[src/rtl/bus_arbiter4.sv]
// Four-way round-robin bus arbiter with registered mux select and a per-grant
// hold timeout that force-releases a requester that never finishes.
module bus_arbiter4 #(
  parameter int SELECT_SIZE = 2,
  parameter int MAX_HOLD    = 16,
  parameter int CNT_WIDTH   = $clog2(MAX_HOLD)
) (
  input  logic                   clk_i,
  input  logic                   reset_ni,
  input  logic [3:0]             req_i,
  input  logic                   done_i,
  output logic [SELECT_SIZE-1:0] select_o,
  output logic [3:0]             grant_o,
  output logic                   grant_valid_o,
  output logic                   timeout_o
);

  localparam logic [0:0] ST_IDLE  = 1'b0;
  localparam logic [0:0] ST_GRANT = 1'b1;

  localparam logic [CNT_WIDTH-1:0] CNT_LAST = CNT_WIDTH'(MAX_HOLD - 1);

  logic [0:0]             state_reg, state_next;
  logic [SELECT_SIZE-1:0] sel_reg, sel_next;
  logic [SELECT_SIZE-1:0] last_reg, last_next;
  logic [3:0]             grant_reg, grant_next;
  logic                   valid_reg, valid_next;
  logic                   timeout_reg, timeout_next;
  logic [CNT_WIDTH-1:0]   cnt_reg, cnt_next;

  logic [SELECT_SIZE-1:0] base_idx;
  logic [SELECT_SIZE-1:0] cand_idx [4];
  logic [3:0]             cand_req;
  logic                   win_found;
  logic [SELECT_SIZE-1:0] win_idx;
  logic                   owner_req;
  logic                   hit_max;

  // While granted, the current owner is the pointer the search rotates from.
  assign base_idx = (state_reg == ST_GRANT) ? sel_reg : last_reg;

  for (genvar gi = 0; gi < 4; gi++) begin : g_cand
    assign cand_idx[gi] = base_idx + SELECT_SIZE'(gi + 1);
    assign cand_req[gi] = req_i[cand_idx[gi]];
  end

  always_comb begin
    win_found = 1'b0;
    win_idx   = base_idx;
    for (int k = 3; k >= 0; k--) begin
      if (cand_req[k]) begin
        win_found = 1'b1;
        win_idx   = cand_idx[k];
      end
    end
  end

  assign owner_req = req_i[sel_reg];
  assign hit_max   = (cnt_reg == CNT_LAST);

  always_comb begin
    state_next   = state_reg;
    sel_next     = sel_reg;
    last_next    = last_reg;
    grant_next   = grant_reg;
    valid_next   = valid_reg;
    timeout_next = 1'b0;
    cnt_next     = cnt_reg;
    case (state_reg)
      ST_IDLE: begin
        if (win_found) begin
          state_next = ST_GRANT;
          sel_next   = win_idx;
          grant_next = 4'b0001 << win_idx;
          valid_next = 1'b1;
          cnt_next   = '0;
        end
      end
      default: begin
        cnt_next = cnt_reg + CNT_WIDTH'(1);
        if (done_i || !owner_req || hit_max) begin
          last_next = sel_reg;
          // Only a release forced purely by the hold limit counts as a timeout.
          timeout_next = hit_max && !done_i && owner_req;
          cnt_next     = '0;
          if (win_found) begin
            sel_next   = win_idx;
            grant_next = 4'b0001 << win_idx;
            valid_next = 1'b1;
          end else begin
            state_next = ST_IDLE;
            grant_next = 4'b0000;
            valid_next = 1'b0;
          end
        end
      end
    endcase
  end

  always_ff @(posedge clk_i or negedge reset_ni) begin
    if (!reset_ni) begin
      state_reg   <= ST_IDLE;
      sel_reg     <= '0;
      last_reg    <= '1;
      grant_reg   <= 4'b0000;
      valid_reg   <= 1'b0;
      timeout_reg <= 1'b0;
      cnt_reg     <= '0;
    end else begin
      state_reg   <= state_next;
      sel_reg     <= sel_next;
      last_reg    <= last_next;
      grant_reg   <= grant_next;
      valid_reg   <= valid_next;
      timeout_reg <= timeout_next;
      cnt_reg     <= cnt_next;
    end
  end

  assign select_o      = sel_reg;
  assign grant_o       = grant_reg;
  assign grant_valid_o = valid_reg;
  assign timeout_o     = timeout_reg;

endmodule
[config.mk]
export PLATFORM = sky130hd
export DESIGN_NAME = bus_arbiter4
export DESIGN_NICKNAME = d
export VERILOG_FILES = /design/src/rtl/bus_arbiter4.sv
export SDC_FILE = /design/constraint.sdc
export NUM_CORES = 1
export LEC_CHECK = 0
export ABC_CLOCK_PERIOD_IN_PS = 2200
export CAP_MARGIN = 20
export CELL_PAD_IN_SITES_DETAIL_PLACEMENT = 1
export CELL_PAD_IN_SITES_GLOBAL_PLACEMENT = 1
export CORE_MARGIN = 4
export CORE_UTILIZATION = 38
export DETAILED_ROUTE_END_ITERATION = 8
export HOLD_SLACK_MARGIN = 0.06
export PLACE_DENSITY_LB_ADDON = 0.1
export SYNTH_ARGS = -nofsm -noshare
export SYNTH_HDL_FRONTEND = slang
export SYNTH_SLANG_ARGS = --single-unit
[constraint.sdc]
create_clock -name clk_i -period 2.2 [get_ports clk_i]
set_input_delay 0.55 -clock clk_i [delete_from_list [all_inputs] [get_ports clk_i]]
set_output_delay 0.55 -clock clk_i [all_outputs]
set_load 0.05 [all_outputs]
==> metrics.txt, run 1 <==
ordered cell list for the critical path clkdlybuf4s50_1; maximum clock insertion buffer count 2; total congestion overflow after global routing 0; post-route antenna net violation count 0; average routed wire per standard cell ~15 um; Total Die Area between 2000 and 3000 um2; relative area change from synthesis to final layout 27.37%; Worst EP required 1.65 ns; highest net fanout along the worst path 6; unrepaired setup endpoints after global routing no; Setup Crit Path Kind reg2out; clock period minus final worst setup slack between 2 and 2.5 ns; top post-synthesis cells by area sky130_fd_sc_hd__dfrtp_1, sky130_fd_sc_hd__dfstp_2, sky130_fd_sc_hd__mux2_2, sky130_fd_sc_hd__mux2i_1, sky130_fd_sc_hd__nand2_1; # H-tree levels 1; Pleak 0.4591 nW; final-report max-slew violation count 0; Die Ht ~54 um; first-pass GRT wire length between 2 and 3 mm; Placed Cells 116; Crit-path slowest cell sky130_fd_sc_hd__clkdlybuf4s50_1; peak supply drop roughly 720 uV; Final Routed Wirelength 1.741 mm; core region area 1962 um2; power density of the placed cells 1304 nW/um2; clock root buffer sky130_fd_sc_hd__clkbuf_4; initial standard-cell utilization of the core 40.31%; post-CTS resize count 0; register area 377.9 um2; post-synthesis cell type with the largest combined area sky130_fd_sc_hd__dfrtp_1; number of buffers inserted during clock tree synthesis 3; post-DR vias/cell 5.083; clock tree from TritonCTS yes; multi-input gate area in the final layout 390.4 um2; Final Total Pwr 1.313 mW; total vias in the final route just over 600; Max Clock Skew about 0.0016 ns; I/O pin total 15; async set-or-reset flop fraction in the synthesized netlist 100.0%; startpoint of the tightest hold check path grant_o[2]$_DFFE_PN0P_; status finished clean; CTS clock-pin slew for the worst setup and hold paths 0.09 ns; final hold violation count 0; RR Startpoint state_reg$_DFF_PN0_; cell count after synthesis 72; initial antenna violation count 0; count leader, synth sky130_fd_sc_hd__dfrtp_1; arrival time of the worst setup path 1.56 ns; Hold Crit Class reg2reg; worst-skew pair later-pin latency 0.28 ns; area of the mapped netlist 790.8 um2; fraction of final layout cells sized beyond drive strength 1 between 20% and 30%; Avg Cell Area, Syn ~11 um2; GRT Util Overall roughly 14%; Setup crit end kind primary output; sink count of the clock tree 15; Critical Path Max Stage Delay 0.84 ns; Total Negative Setup Slacks 0 ns; top_reg_cell synth sky130_fd_sc_hd__dfrtp_1; post-synthesis net count 80; buffers inserted by post-CTS timing repair 0; cell count of the worst hold path 1; DRC violations left 0; half-perimeter wire length after detailed placement between 1 and 1.5 mm; worst hold-check slack between 0.4 and 0.5 ns; maximum operating frequency 473.7 MHz; Post-synth EDFFs 0; Yosys cell types 31; NumNets Final 102; Fill cells 240; pin count of the biggest net entering global routing 16; total number of yosys warnings 0; buffer and inverter count on the worst path 1; capture point of the worst reg-to-reg path grant_o[1]$_DFFE_PN0P_; Port Buffers 14; share of the core filled with cells in the final layout 51.34%; worst reg-to-reg path cell count 5; CP startpoint kind flip-flop; iteration-0 DRC count of the detailed router 6; most common library cells after synthesis sky130_fd_sc_hd__dfrtp_1, sky130_fd_sc_hd__nand2_1, sky130_fd_sc_hd__nor2_1; end of the worst hold path grant_o[2]$_DFFE_PN0P_; final cell count without fillers 120; width of the die 53.62 um; worst rel slew slack between 60% and 70%; Tightest Pin Transition roughly 0.5 ns; post-cts hold buffer count 0; number of cell rows 16; Stages on worst setup path 1; vias in the first global route 655; area share of the largest cell type after synthesis about two fifths; share of the yosys chip area belonging to registers roughly 48%; number of endpoints failing setup at the final stage 0; gpl congestion 0.7281; CP delay by family, top buffers and inverters; diodes inserted 0; synthesized flop and latch total 15; r2r setup slk 0.38 ns; Max-cap violations 0; DR pass1 iterations 3; fraction of the cycle the final worst path needs between 90% and 100%
power breakdown:
group          switching, mW  total (mW)  internal [mW]  leakage (nW)
clock                 0.0872       0.157         0.0702        0.0150
sequential            0.0806       0.454          0.374         0.185
combinational          0.404       0.702          0.298         0.259
cell usage in the layout, fill, tap and decap left out, drive strengths merged, types with 2 or more instances in the layout:
master / n
a21oi: 2
buf: 5
dfstp: 2
a21o: 3
or2: 2
mux2: 4
o21ai: 5
dfrtp: 13
a22o: 3
nand3: 4
inv: 3
nand2: 8
o22ai: 3
clkbuf: 4
nor2: 4
o2bb2ai: 2
mux2i: 4
clkdlybuf4s50: 13
layer usage:
layer / GRT usage, % / routed length [um]
met4: 5.957 / 26
met3: 2.216 / 55
met5: 0 / 0
met1: 17.60 / 798
met2: 24.29 / 860
logic make-up after synthesis:
kind of cell	share of synthesized area (%)
flip-flops	47.78
multiplexers	12.82
AND/OR/NAND/NOR	15.82
AO/OA/AOI/OAI	19.14
adder cells (fa/ha/maj)	1.582
buffers and inverters	2.848
area by class of cell:
class | instances | area share, %
inverter | 3 | 1.118
sequential | 15 | 37.52
timing repair buffer | 18 | 16.65
multi-input combinational | 53 | 38.76
clock buffer | 4 | 2.609
tap | 27 | 3.354
worst max path at each step:
stage / startpoint / to / slack (ns)
after floorplan: select_o[0]$_DFFE_PN0P_ / select_o[0]$_DFFE_PN0P_ / 0.37
after global placement: done_i / select_o[0]$_DFFE_PN0P_ / 0.05
after detailed placement: done_i / select_o[0]$_DFFE_PN0P_ / 0.0003
after CTS: select_o[0]$_DFFE_PN0P_ / select_o[0] / 0.07
after global routing: select_o[0]$_DFFE_PN0P_ / select_o[0] / 0.01
final: select_o[0]$_DFFE_PN0P_ / select_o[0] / 0.09
metrics by stage:
stage                     worst slack [ns]  instance area (um2)
after floorplan                     0.3663                790.8
after global placement             0.05155                980.9
after detailed placement         0.0003397                980.9
after CTS                          0.06956                 1007
after global routing               0.01412                 1007
final                              0.08884                 1007
(Power assumes the default switching activity.)
==> run 2, diff against run 1 <==
ABC_CLOCK_PERIOD_IN_PS = default   (was 2200)
==> results of run 2 <==
Final layout, timing and power as in run 1 (identical DEF).
==> RTL edit: new RTL, flow settings as in run 1 <==
Change the parameter `MAX_HOLD` from 16 to 8.
--- a/src/rtl/bus_arbiter4.sv
+++ b/src/rtl/bus_arbiter4.sv
@@ -2,7 +2,7 @@
 // hold timeout that force-releases a requester that never finishes.
 module bus_arbiter4 #(
   parameter int SELECT_SIZE = 2,
-  parameter int MAX_HOLD    = 16,
+  parameter int MAX_HOLD    = 8,
   parameter int CNT_WIDTH   = $clog2(MAX_HOLD)
 ) (
   input  logic                   clk_i,
Behaviour: not the same (Yosys sat finds a counterexample within 10 cycles, from zero or initial values and one cycle with reset_ni low).
==> RTL edit against run 1 <==
  * Worst setup slack improved by 0.066 ns
  * Final cell count decreased by 7.5%
  * Power decreased by 3.6%
  * Maximum frequency increased by 3.2%
  * Routed wire length increased by 0.23%
  * Cell area decreased by 0.99%
  * Via count decreased by 4.1%
  * Area after synthesis decreased by 5.9%
  * Sequential cell count decreased by 1
  * Combinational power decreased by 6.6%
  * Critical path depth increased by 3
==> RTL edit: results (changes against run 1) <==
The tools report the number of global-route vias before repair as 652 (-0.46%). The worst clock skew is 0.00336 ns (+0.00173 ns), and the layout net count is 96 (-5.9%). The final period demand of the worst path came out at 2.04 ns (-0.0664 ns). The count of cell types in the netlist came out at 27 (-13%). The run finished with clean final reports. The tools report the gate count of the mapped netlist as 61 (-15%). Aggregate routed wire length: 1.75 mm (+0.23%).

The tools report the total leakage power as 0.000443 uW (-3.5%). The share of synthesized area spent on multiplexers is 14.6% (+1.8 points). Launch instance of the worst min-delay path: cnt_reg[0].

The compound-cell area share of the yosys netlist was 21.2% (+2.0 points); the wire length of the first global-routing pass was 3.10 mm (+5.4%). The via total after detailed routing came out at 585 (-4.1%). The tools report the detailed-placement wirelength estimate as 1.34 mm (-2.1%). The number of nets in the synthesized netlist came out at 70 (-13%).

The all-layer global routing usage was 15.6% (+1.4 points). In this design, the largest share of critical-path delay is due to compound AO/OA/AOI/OAI gates. After synthesis, the most frequently instantiated cells are 12 x sky130_fd_sc_hd__dfrtp_1, 7 x sky130_fd_sc_hd__nor2_1, 4 x sky130_fd_sc_hd__a22o_1. The cell at the slowest stage of the critical path is sky130_fd_sc_hd__or4_4. The logs give 0.000711 V (-1.7%) for the maximum vdd ir drop and 4 (+1) for the first-pass iteration count of the detailed router. The worst register-to-register path ends at grant_o[3]. The logs give 0.30 ns (-0.08 ns) for the minimum setup slack among reg-to-reg paths and 0.746 (+2.5%) for the final weighted congestion in routability-driven placement.
## RTL edit: cell count changes after synthesis, sizes merged, moves of 3 or more
cell and change:
a21o -3, nand2 -5, nand3 -4, nor2 +3
o22ai -3
## RTL edit: cell families after synthesis
family,count (synthesis)
buffers and inverters,3
muxes,8
and+or+nand+nor,15
DFF,14
AOI/OAI and AO/OA,19
adders and majority gates,2
## RTL edit: area by class of cell
cell class | instances | area [um^2]
Clock buffer | 4 | 36.3
Fill cell | 190 | 786
Inverter | 1 | 3.75
Multi-Input combinational cell | 44 | 365
Sequential cell | 14 | 353
Tap cell | 25 | 31.3
Timing Repair Buffer | 23 | 208
## RTL edit: worst max path at each step
stage	endpoint	cells after the start	slack, ns	from
floorplan	last_reg[1]	4	0.19	select_o[1]
global placement	last_reg[1]	5	-0.10	req_i[1]
detailed placement	grant_o[0]	4	-0.12	req_i[1]
CTS	select_o[0]	1	0.05	select_o[0]
global route	grant_o[2]	5	0.08	req_i[1]
finish	grant_o[0]	4	0.16	req_i[1]
## RTL edit: worst register-to-register path, stage by stage (launching register included)
cell,delay [ns]
sky130_fd_sc_hd__dfrtp_1,0.60
sky130_fd_sc_hd__mux2i_4,0.38
sky130_fd_sc_hd__mux2i_1,0.14
sky130_fd_sc_hd__a221o_2,0.43
sky130_fd_sc_hd__a32o_1,0.25
## RTL edit: per-layer routing
metal	vias up	GRT usage, %	routed length [um]
met5	-	0	0
met4	0	4.68	9
met3	2	4.56	57
met2	11	25.1	847
met1	285	20.1	830
li1	287	-	-
## RTL edit: per-stage QoR
stage / hold WS, ns / util [%] / instance area (um^2) / worst slack (ns) / total power (uW)
global placement: 0.481 / 53.8 / 958 / -0.102 / 1080
floorplan: 0.254 / - / 744 / 0.189 / 860
CTS: 0.505 / 55.8 / 995 / 0.0477 / 1280
finish: 0.502 / 55.9 / 997 / 0.155 / 1270
detailed placement: 0.485 / 53.8 / 958 / -0.120 / 1090
global route: 0.534 / 55.9 / 997 / 0.0817 / 1360
## RTL edit: power by group
part | internal [uW] | switching, uW
combinational | 289 | 367
sequential | 348 | 77.7
clock | 101 | 83.9
